**config.mk**
```make
export PLATFORM = sky130hd
export DESIGN_NAME = eeprom_cmd_seq
export DESIGN_NICKNAME = d
export VERILOG_FILES = /design/src/rtl/eeprom_cmd_pkg.sv /design/src/rtl/eeprom_gap_timer.sv /design/src/rtl/eeprom_cmd_seq.sv
export SDC_FILE = /design/constraint.sdc
export NUM_CORES = 1
export LEC_CHECK = 0
export CORE_MARGIN = 2
export CORE_UTILIZATION = 35
export CTS_CLUSTER_DIAMETER = 100
export DETAILED_ROUTE_END_ITERATION = 7
export HOLD_SLACK_MARGIN = 0.03
export PLACE_DENSITY = 0.54
export SLEW_MARGIN = 30
export SYNTH_ARGS = -nofsm -noshare
export SYNTH_HDL_FRONTEND = slang
export SYNTH_HIERARCHICAL = 1
export SYNTH_SLANG_ARGS = --single-unit
```
**constraint.sdc**
```tcl
create_clock -name clk_50M -period 3.4 [get_ports clk_50M]
set_clock_uncertainty 0.2 [all_clocks]
set_input_delay 0.51 -clock clk_50M [delete_from_list [all_inputs] [get_ports clk_50M]]
set_output_delay 0.51 -clock clk_50M [all_outputs]
set_load 0.01 [all_outputs]
```
**src/rtl/eeprom_cmd_pkg.sv**
```systemverilog
// Shared definitions for the M25AA010A command sequencer: opcodes, the
// status-register WIP bit position and the sequencer state encoding.
// Build option: EEPROM_VERIFY_EN adds read-back verify states.
package eeprom_cmd_pkg;

    localparam logic [7:0] OP_WREN  = 8'h06;
    localparam logic [7:0] OP_WRITE = 8'h02;
    localparam logic [7:0] OP_READ  = 8'h03;
    localparam logic [7:0] OP_RDSR  = 8'h05;

    // Write-in-progress flag inside the RDSR status byte
    localparam int WIP_BIT = 0;

    typedef enum logic [3:0] {
        S_IDLE,
        S_WREN,
        S_GAP,
        S_WR_CMD,
        S_WR_ADDR,
        S_WR_DATA,
        S_POLL_CMD,
        S_POLL_RD,
        S_RD_CMD,
        S_RD_ADDR,
        S_RD_DATA,
        S_DONE
`ifdef EEPROM_VERIFY_EN
        ,
        S_VF_CMD,
        S_VF_ADDR,
        S_VF_DATA
`endif
    } state_t;

    // First byte sent when a gap ends and the next frame opens
    function automatic logic [7:0] gap_exit_opcode(input state_t s);
        case (s)
            S_WR_CMD:   return OP_WRITE;
            S_POLL_CMD: return OP_RDSR;
            default:    return OP_READ;
        endcase
    endfunction

endpackage

```
**src/rtl/eeprom_gap_timer.sv**
```systemverilog
// Chip-select deselect timer. Held loaded while i_start is high; once
// released it counts down and o_done is high in the GAP_CYC-th cycle.
module eeprom_gap_timer #(
    parameter int GAP_CYC = 8
) (
    input  logic i_clk,
    input  logic i_reset,
    input  logic i_start,
    output logic o_done
);

    localparam int CW = (GAP_CYC > 1) ? $clog2(GAP_CYC) : 1;

    logic [CW-1:0] r_cnt;

    // Reload while idle, count down to zero while the gap runs
    always_ff @(posedge i_clk) begin
        if (i_reset || i_start) begin
            r_cnt <= CW'(GAP_CYC - 1);
        end else if (r_cnt != '0) begin
            r_cnt <= r_cnt - CW'(1);
        end
    end

    assign o_done = (r_cnt == '0);

endmodule

```
**src/rtl/eeprom_cmd_seq.sv**
```systemverilog
// Command sequencer in front of the SPI byte engine for an M25AA010A.
// Expands single-byte read/write requests into WREN / WRITE / RDSR-poll or
// READ frames and returns a one-cycle response.
// Build option: EEPROM_VERIFY_EN reads the byte back after a good write.
//
// Handshake: a request transfers on the clock edge where req_valid and
// req_ready are both high; req_ready is high only while idle, and
// req_valid at any other time is ignored. Responses are a single-cycle
// rsp_valid with no back-pressure; rsp_rdata/rsp_err hold until the next one.
module eeprom_cmd_seq
    import eeprom_cmd_pkg::*;
#(
    parameter int POLL_MAX = 16,
    parameter int GAP_CYC  = 8
) (
    input  logic       clk_50M,
    input  logic       reset,
    input  logic       req_valid,
    output logic       req_ready,
    input  logic       req_write,
    input  logic [6:0] req_addr,
    input  logic [7:0] req_wdata,
    output logic       rsp_valid,
    output logic [7:0] rsp_rdata,
    output logic       rsp_err,
    output logic       write,
    output logic [7:0] write_value,
    input  logic       write_complete,
    output logic       read,
    input  logic [7:0] read_value,
    input  logic       read_complete,
    output logic       spi_frame,
    output state_t     dbg_state
);

    state_t      r_state;
    state_t      r_gap_next;
    logic [6:0]  r_addr;
    logic [7:0]  r_wdata;
    logic [15:0] r_poll_cnt;
    logic        r_req_ready;
    logic        r_rsp_valid;
    logic [7:0]  r_rsp_rdata;
    logic        r_rsp_err;
    logic        r_wr_pulse;
    logic        r_rd_pulse;
    logic [7:0]  r_wr_value;
    logic        r_frame;

    logic        w_gap_start;
    logic        w_gap_done;

    assign w_gap_start = (r_state != S_GAP);

    eeprom_gap_timer #(
        .GAP_CYC (GAP_CYC)
    ) u_gap_timer (
        .i_clk   (clk_50M),
        .i_reset (reset),
        .i_start (w_gap_start),
        .o_done  (w_gap_done)
    );

    // Sequencer: each byte state opens with a one-cycle write/read pulse
    // issued on entry and advances on the matching complete pulse.
    always_ff @(posedge clk_50M) begin
        if (reset) begin
            r_state     <= S_IDLE;
            r_gap_next  <= S_IDLE;
            r_addr      <= '0;
            r_wdata     <= '0;
            r_poll_cnt  <= '0;
            r_req_ready <= 1'b1;
            r_rsp_valid <= 1'b0;
            r_rsp_rdata <= '0;
            r_rsp_err   <= 1'b0;
            r_wr_pulse  <= 1'b0;
            r_rd_pulse  <= 1'b0;
            r_wr_value  <= '0;
            r_frame     <= 1'b0;
        end else begin
            r_wr_pulse  <= 1'b0;
            r_rd_pulse  <= 1'b0;
            r_rsp_valid <= 1'b0;
            case (r_state)
                S_IDLE: begin
                    if (req_valid && r_req_ready) begin
                        r_addr      <= req_addr;
                        r_wdata     <= req_wdata;
                        r_poll_cnt  <= '0;
                        r_req_ready <= 1'b0;
                        r_frame     <= 1'b1;
                        r_wr_pulse  <= 1'b1;
                        if (req_write) begin
                            r_wr_value <= OP_WREN;
                            r_state    <= S_WREN;
                        end else begin
                            r_wr_value <= OP_READ;
                            r_state    <= S_RD_CMD;
                        end
                    end
                end
                S_WREN: begin
                    if (write_complete) begin
                        r_frame    <= 1'b0;
                        r_gap_next <= S_WR_CMD;
                        r_state    <= S_GAP;
                    end
                end
                S_GAP: begin
                    if (w_gap_done) begin
                        r_frame    <= 1'b1;
                        r_wr_pulse <= 1'b1;
                        r_wr_value <= gap_exit_opcode(r_gap_next);
                        r_state    <= r_gap_next;
                        if (r_gap_next == S_POLL_CMD && r_poll_cnt != 16'hFFFF) begin
                            r_poll_cnt <= r_poll_cnt + 16'd1;
                        end
                    end
                end
                S_WR_CMD: begin
                    if (write_complete) begin
                        r_wr_pulse <= 1'b1;
                        r_wr_value <= {1'b0, r_addr};
                        r_state    <= S_WR_ADDR;
                    end
                end
                S_WR_ADDR: begin
                    if (write_complete) begin
                        r_wr_pulse <= 1'b1;
                        r_wr_value <= r_wdata;
                        r_state    <= S_WR_DATA;
                    end
                end
                S_WR_DATA: begin
                    if (write_complete) begin
                        r_frame    <= 1'b0;
                        r_gap_next <= S_POLL_CMD;
                        r_state    <= S_GAP;
                    end
                end
                S_POLL_CMD: begin
                    if (write_complete) begin
                        r_rd_pulse <= 1'b1;
                        r_state    <= S_POLL_RD;
                    end
                end
                S_POLL_RD: begin
                    if (read_complete) begin
                        r_frame <= 1'b0;
                        if (!read_value[WIP_BIT]) begin
`ifdef EEPROM_VERIFY_EN
                            r_gap_next <= S_VF_CMD;
                            r_state    <= S_GAP;
`else
                            r_rsp_valid <= 1'b1;
                            r_rsp_rdata <= 8'h00;
                            r_rsp_err   <= 1'b0;
                            r_state     <= S_DONE;
`endif
                        end else if (r_poll_cnt >= 16'(POLL_MAX)) begin
                            r_rsp_valid <= 1'b1;
                            r_rsp_rdata <= 8'h00;
                            r_rsp_err   <= 1'b1;
                            r_state     <= S_DONE;
                        end else begin
                            r_gap_next <= S_POLL_CMD;
                            r_state    <= S_GAP;
                        end
                    end
                end
                S_RD_CMD: begin
                    if (write_complete) begin
                        r_wr_pulse <= 1'b1;
                        r_wr_value <= {1'b0, r_addr};
                        r_state    <= S_RD_ADDR;
                    end
                end
                S_RD_ADDR: begin
                    if (write_complete) begin
                        r_rd_pulse <= 1'b1;
                        r_state    <= S_RD_DATA;
                    end
                end
                S_RD_DATA: begin
                    if (read_complete) begin
                        r_frame     <= 1'b0;
                        r_rsp_valid <= 1'b1;
                        r_rsp_rdata <= read_value;
                        r_rsp_err   <= 1'b0;
                        r_state     <= S_DONE;
                    end
                end
`ifdef EEPROM_VERIFY_EN
                S_VF_CMD: begin
                    if (write_complete) begin
                        r_wr_pulse <= 1'b1;
                        r_wr_value <= {1'b0, r_addr};
                        r_state    <= S_VF_ADDR;
                    end
                end
                S_VF_ADDR: begin
                    if (write_complete) begin
                        r_rd_pulse <= 1'b1;
                        r_state    <= S_VF_DATA;
                    end
                end
                S_VF_DATA: begin
                    if (read_complete) begin
                        r_frame     <= 1'b0;
                        r_rsp_valid <= 1'b1;
                        r_rsp_rdata <= read_value;
                        r_rsp_err   <= (read_value != r_wdata);
                        r_state     <= S_DONE;
                    end
                end
`endif
                S_DONE: begin
                    r_req_ready <= 1'b1;
                    r_state     <= S_IDLE;
                end
                default: begin
                    r_frame     <= 1'b0;
                    r_req_ready <= 1'b1;
                    r_state     <= S_IDLE;
                end
            endcase
        end
    end

    assign req_ready   = r_req_ready;
    assign rsp_valid   = r_rsp_valid;
    assign rsp_rdata   = r_rsp_rdata;
    assign rsp_err     = r_rsp_err;
    assign write       = r_wr_pulse;
    assign write_value = r_wr_value;
    assign read        = r_rd_pulse;
    assign spi_frame   = r_frame;
    assign dbg_state   = r_state;

endmodule

```
==> results.yml, run 1 <==
clock_tree:
  holdBufCountCts: 0
  clock_sinks: 63
  root_buffer: "clkbuf_8"
  cts_resized: 0
  post_cts_buffers: 0
  clockBufferDepth: 2
  cts_buffers: 9
  htreeDepth: 3
  cts_tree: "yes"
  clk_latency_ps: 340
  path_clk_slew_ps: 80
route:
  viasPerCell: 5.45
  ant_nets: 0
  wirelength_mm: 7.70
  wl_per_cell_um: 14.8
  drt-pass1-iter-count: 4
  initialDrtViolationCount: 146
  drc_errors: 0
  dr_total_vias: 2826
critical_path:
  cp_data_required_time_ps: 3460
  critPathMaxStageDelay_ps: 630
  critPathArrivalTime_ps: 2570
  crit_type: "reg -> reg"
  crit_slowest_cell: "or4_1"
  endpoint_kind: "flop"
  path_cells: "inv_1 -> ha_1 -> nor2b_4 -> nand2_1 -> o21a_1 -> or4_1 -> or3_1 -> a21oi_1"
  path_delay_family: "simple AND/OR/NAND/NOR gates"
  critical_path_peak_fanout: 7
  critPathLaunchType: "flop"
  path_buf_inv: 1
floorplan:
  initial_utilization: 0.361
  dieHeight_um: 95.8
  fp.dieW_um: 95.8
  rows: 33
  io_pins: 55
  die-area_sq_mm: 0.00918
  coreArea_sq_mm: 0.00818
synthesis:
  syn_inst: 354
  yosysUniqueCellTypes: 66
  synth_edf_count: 0
  avgSynthCellArea_sq_um: 8.34
  synthArstFlopShare: 0
  synth_nets: 387
  synthesis.area_sq_mm: 0.00295
  ys.flop_type: "dfxtp_1"
  ys_warn_count: 6
  ys_seq_elements: 63
  seq_area_frac_synth: 0.427
timing:
  min_period_ps: 2510
  final_max_slew_viol_count: 0
  worstMarginPinSlew_ps: 643
  report.final.hold_viol_count: 0
  period_share: 0.739
  fmax_mhz: 398
  slew_headroom: 0.571
  rsz0062_at_grt: "no"
  tns_ps: 0
  setup_viol: 0
grt:
  grt_max_degree: 36
  grt_pass1_vias: 2615
  grt_overflow: 0
  antenna_found_initial: 0
  grt_pass1_wl_mm: 12.6
  grt_use_total: 0.177
pwr:
  ir_worst_vdd_mv: 0.292
  combPwrFrac: 0.364
  p_clk_frac: 0.262
  power.share.sequential: 0.374
  switching_share: 0.366
  p_switching_uw: 918
  leakage_nw: 1.34
  cellInternalPower_mw: 1.59
  power_density_mw_per_mm2: 661
finish:
  fin_nets: 442
  final_cell_count_no_fill: 519
  antenna_cells: 0
  drive_above_1_share: 0.104
  mostFrequentLayoutCell: "dfxtp_1"
  syn2layout_area_growth_pct: 28.8
  fillers: 819
  layout_common_cells: "dfxtp_1, clkdlybuf4s50_1, nand2_1"
placed_design:
  gp_congestion: 0.809
  portBuffers: 54
  dp_cells: 503
  dpl.hpwl_mm: 5.25
status:
  outcome: "finished, final reports clean"
min_path:
  min_path_type: "reg -> reg"
run:
  cap_viol_max_count: 0
==> metrics by stage <==
stage | instance area (sq um) | total power, mW | hold slack, ps | setup slack (ps) | util
after detailed placement | 3600 | 1.86 | 248 | 648 | 0.440
after floorplan | 2950 | 1.52 | 234 | 1100 | -
final | 3800 | 2.51 | 258 | 888 | 0.465
after global routing | 3800 | 2.69 | 275 | 666 | 0.465
after global placement | 3600 | 1.86 | 247 | 708 | 0.440
after CTS | 3800 | 2.53 | 260 | 870 | 0.464
==> kinds of logic (layout without fill, tap and decap cells) <==
group / after synthesis / in the layout / synth area share
muxes: 2 / 2 / 0.00848
buffers and inverters: 30 / 90 / 0.0449
xor gates and xnor gates: 3 / 3 / 0.00890
AOI/OAI and AO/OA: 101 / 101 / 0.226
and+or+nand+nor: 151 / 151 / 0.268
adders and majority gates: 4 / 4 / 0.0170
DFF: 63 / 63 / 0.427
==> cells in the mapped netlist (3+ instances only) <==
library cell	count	share of area
a211oi_1	4	0.010
a21oi_1	37	0.063
a221oi_1	7	0.021
a22o_1	8	0.024
and3_1	4	0.0085
and4_1	4	0.012
buf_2	7	0.012
clkbuf_1	9	0.011
dfxtp_1	63	0.43
ha_1	4	0.017
inv_1	9	0.011
nand2_1	53	0.067
nand3_1	12	0.020
nand3b_1	3	0.0076
nand4_1	6	0.013
nor2_1	19	0.024
nor2b_1	3	0.0064
nor3_1	10	0.017
o21a_1	3	0.0076
o21ai_0	18	0.031
or2_2	4	0.0085
or3_1	13	0.028
or4_1	3	0.0076
==> cell type report <==
class / instances / area, sq um / area share
multi-input combinational: 261 / 1560 / 0.411
clock buffer: 9 / 124 / 0.0326
timing repair buffer: 63 / 608 / 0.160
clock inverter: 7 / 72.6 / 0.0191
inverter: 11 / 41.3 / 0.0109
tap: 105 / 131 / 0.0346
sequential: 63 / 1260 / 0.332
==> power groups by stage <==
stage / combinational (mW) / clock (mW) / sequential (mW)
after floorplan: 0.553 / 0 / 0.968
after global placement: 0.902 / 0 / 0.958
after detailed placement: 0.907 / 0 / 0.956
after CTS: 0.913 / 0.677 / 0.940
after global routing: 1.03 / 0.705 / 0.954
final: 0.914 / 0.657 / 0.941
==> registers in the layout (all words and copies together) (netlist names) <==
signal	cells
r_gap_next	3
spi_frame	1
r_wdata	8
req_ready	1
dbg_state	4
rsp_rdata	8
write	1
rsp_err	1
u_gap_timer/r_cnt	3
rsp_valid	1
r_poll_cnt	16
write_value	8
r_addr	7
read	1
==> tightest hold or removal path, stage by stage, from the launching register on <==
cell and delay (ps):
dfxtp_1 320, nand2_1 50, a21oi_1 50
==> routing by layer <==
| metal | share of wire | GRT usage | up-vias |
|---|---|---|---|
| met5 | 0 | 0 | - |
| met4 | 0.010 | 0.0607 | 0 |
| met3 | 0.061 | 0.0439 | 8 |
| met2 | 0.46 | 0.281 | 86 |
| met1 | 0.47 | 0.235 | 1325 |
| li1 | - | - | 1407 |
==> final timing paths <==
check	endpoint	cells after the start	from	slack, ps
max	r_poll_cnt[13]	8	u_gap_timer/r_cnt[0]	890
min	r_addr[4]	2	r_addr[4]	260
max reg2reg	r_poll_cnt[13]	8	u_gap_timer/r_cnt[0]	890
min reg2reg	r_addr[4]	2	r_addr[4]	260
No activity file was read; power rests on OpenSTA's default activity.
==> run 2: changes to the inputs <==
==> constraint.sdc (replaced) <==
create_clock -name clk_50M -period 2.4 [get_ports clk_50M]
set_clock_uncertainty 0.2 [all_clocks]
set_input_delay 0.36 -clock clk_50M [delete_from_list [all_inputs] [get_ports clk_50M]]
set_output_delay 0.36 -clock clk_50M [all_outputs]
set_load 0.01 [all_outputs]
==> results.yml, run 2 (synthesis results as in run 1) <==
route:
  ant_nets: 0
  drc_errors: 0
  dr_total_vias: 2853
  viasPerCell: 5.23
  wl_per_cell_um: 14.1
  wirelength_mm: 7.70
  initialDrtViolationCount: 142
  drt-pass1-iter-count: 4
clock_tree:
  cts_buffers: 9
  cts_tree: "yes"
  root_buffer: "clkbuf_8"
  htreeDepth: 3
  clock_sinks: 63
  holdBufCountCts: 0
  path_clk_slew_ps: 80
  clk_latency_ps: 340
  clockBufferDepth: 2
finish:
  antenna_cells: 0
  largest_register_ffs: 16
  fin_util: 0.494
  mostFrequentLayoutCell: "dfxtp_1"
  syn2layout_area_growth_pct: 36.8
  layout_common_cells: "dfxtp_1, clkdlybuf4s50_1, nand2_1"
  fin_nets: 469
  drive_above_1_share: 0.170
  fillers: 808
  regMostFlops: "r_poll_cnt"
  fin_area_sq_mm: 0.00404
floorplan:
  io_pins: 55
  fp.dieW_um: 95.8
  die-area_sq_mm: 0.00918
  initial_utilization: 0.361
  rows: 33
  coreArea_sq_mm: 0.00818
  dieHeight_um: 95.8
placed_design:
  dpl_cell_area_sq_mm: 0.00379
  dp_slack_ps: -99.8
  portBuffers: 54
  gp_congestion: 0.918
  dpl.hpwl_mm: 5.62
timing:
  worstMarginPinSlew_ps: 527
  final_max_slew_viol_count: 0
  rsz0062_at_grt: "yes"
  slew_headroom: 0.644
  worst_slack_ps: 144
  min_period_ps: 2260
  period_share: 0.940
  fmax_mhz: 443
  setup_viol: 0
  report.final.hold_viol_count: 0
min_path:
  min_path_type: "reg -> reg"
  min_path_cells: 2
pwr:
  finalPower_mw: 3.74
  ir_worst_vdd_mv: 0.437
  power_density_mw_per_mm2: 925
  leakage_nw: 1.48
run:
  cap_viol_max_count: 0
critical_path:
  reg2reg_depth: 8
  critPathLaunchType: "flop"
  crit_type: "reg -> reg"
  endpoint_kind: "flop"
  critical_path_peak_fanout: 24
  cp_data_required_time_ps: 2480
  critPathArrivalTime_ps: 2340
grt:
  grt_pass1_wl_mm: 12.6
  antenna_found_initial: 0
  grt_use_total: 0.177
  grt_max_degree: 33
  grt_pass1_vias: 2706
  grt_overflow: 0
status:
  outcome: "finished, final reports clean"
## run 2: metal layers
metal | routed length [um] | track usage | vias to the layer above
met5 | 0 | 0 | -
met4 | 138 | 0.0786 | 0
met3 | 517 | 0.0384 | 13
met2 | 3430 | 0.281 | 89
met1 | 3620 | 0.231 | 1288
li1 | - | - | 1463
## run 2: where the power goes
part	switching, mW	total (mW)	internal [mW]
logic	0.726	1.42	0.690
clock network	0.450	0.964	0.513
registers	0.143	1.36	1.21
total	1.32	3.74	2.42
## run 2: cell type report
cell class	count	area (sq um)	area share
Multi-Input combinational cell	261	1590	0.393
Sequential cell	63	1260	0.312
Timing Repair Buffer	90	811	0.201
Clock buffer	10	138	0.0341
Tap cell	105	131	0.0325
Clock inverter	6	68.8	0.0170
Inverter	11	41.3	0.0102
## run 2: worst paths after layout
path | start | end | slack [ps]
setup / recovery | u_gap_timer/r_cnt[1] | r_poll_cnt[6] | 140
hold / removal | r_addr[6] | r_addr[6] | 260
setup reg to reg | u_gap_timer/r_cnt[1] | r_poll_cnt[6] | 140
hold reg to reg | r_addr[6] | r_addr[6] | 260
## run 2: critical path, cell delays in order (launching register included)
cell and delay, ps:
dfxtp_1 300, inv_1 80, ha_2 180, nor2b_4 160
nand2_1 90, o21a_1 250, a211o_4 370, or4_1 480
nand2_1 70
## run 2: repair_timing
action,CTS,global route
setup buffers,0,1
setup endpoints to repair,3,26
pin swaps,0,3
resized for setup,1,6
## run 2: per-stage QoR
stage	cells	hold slack, ps	TNS (ps)
finish	546	258	0
global route	546	278	-39.5
CTS	545	262	0
detailed placement	529	251	-573
global placement	529	248	-457
floorplan	354	234	0
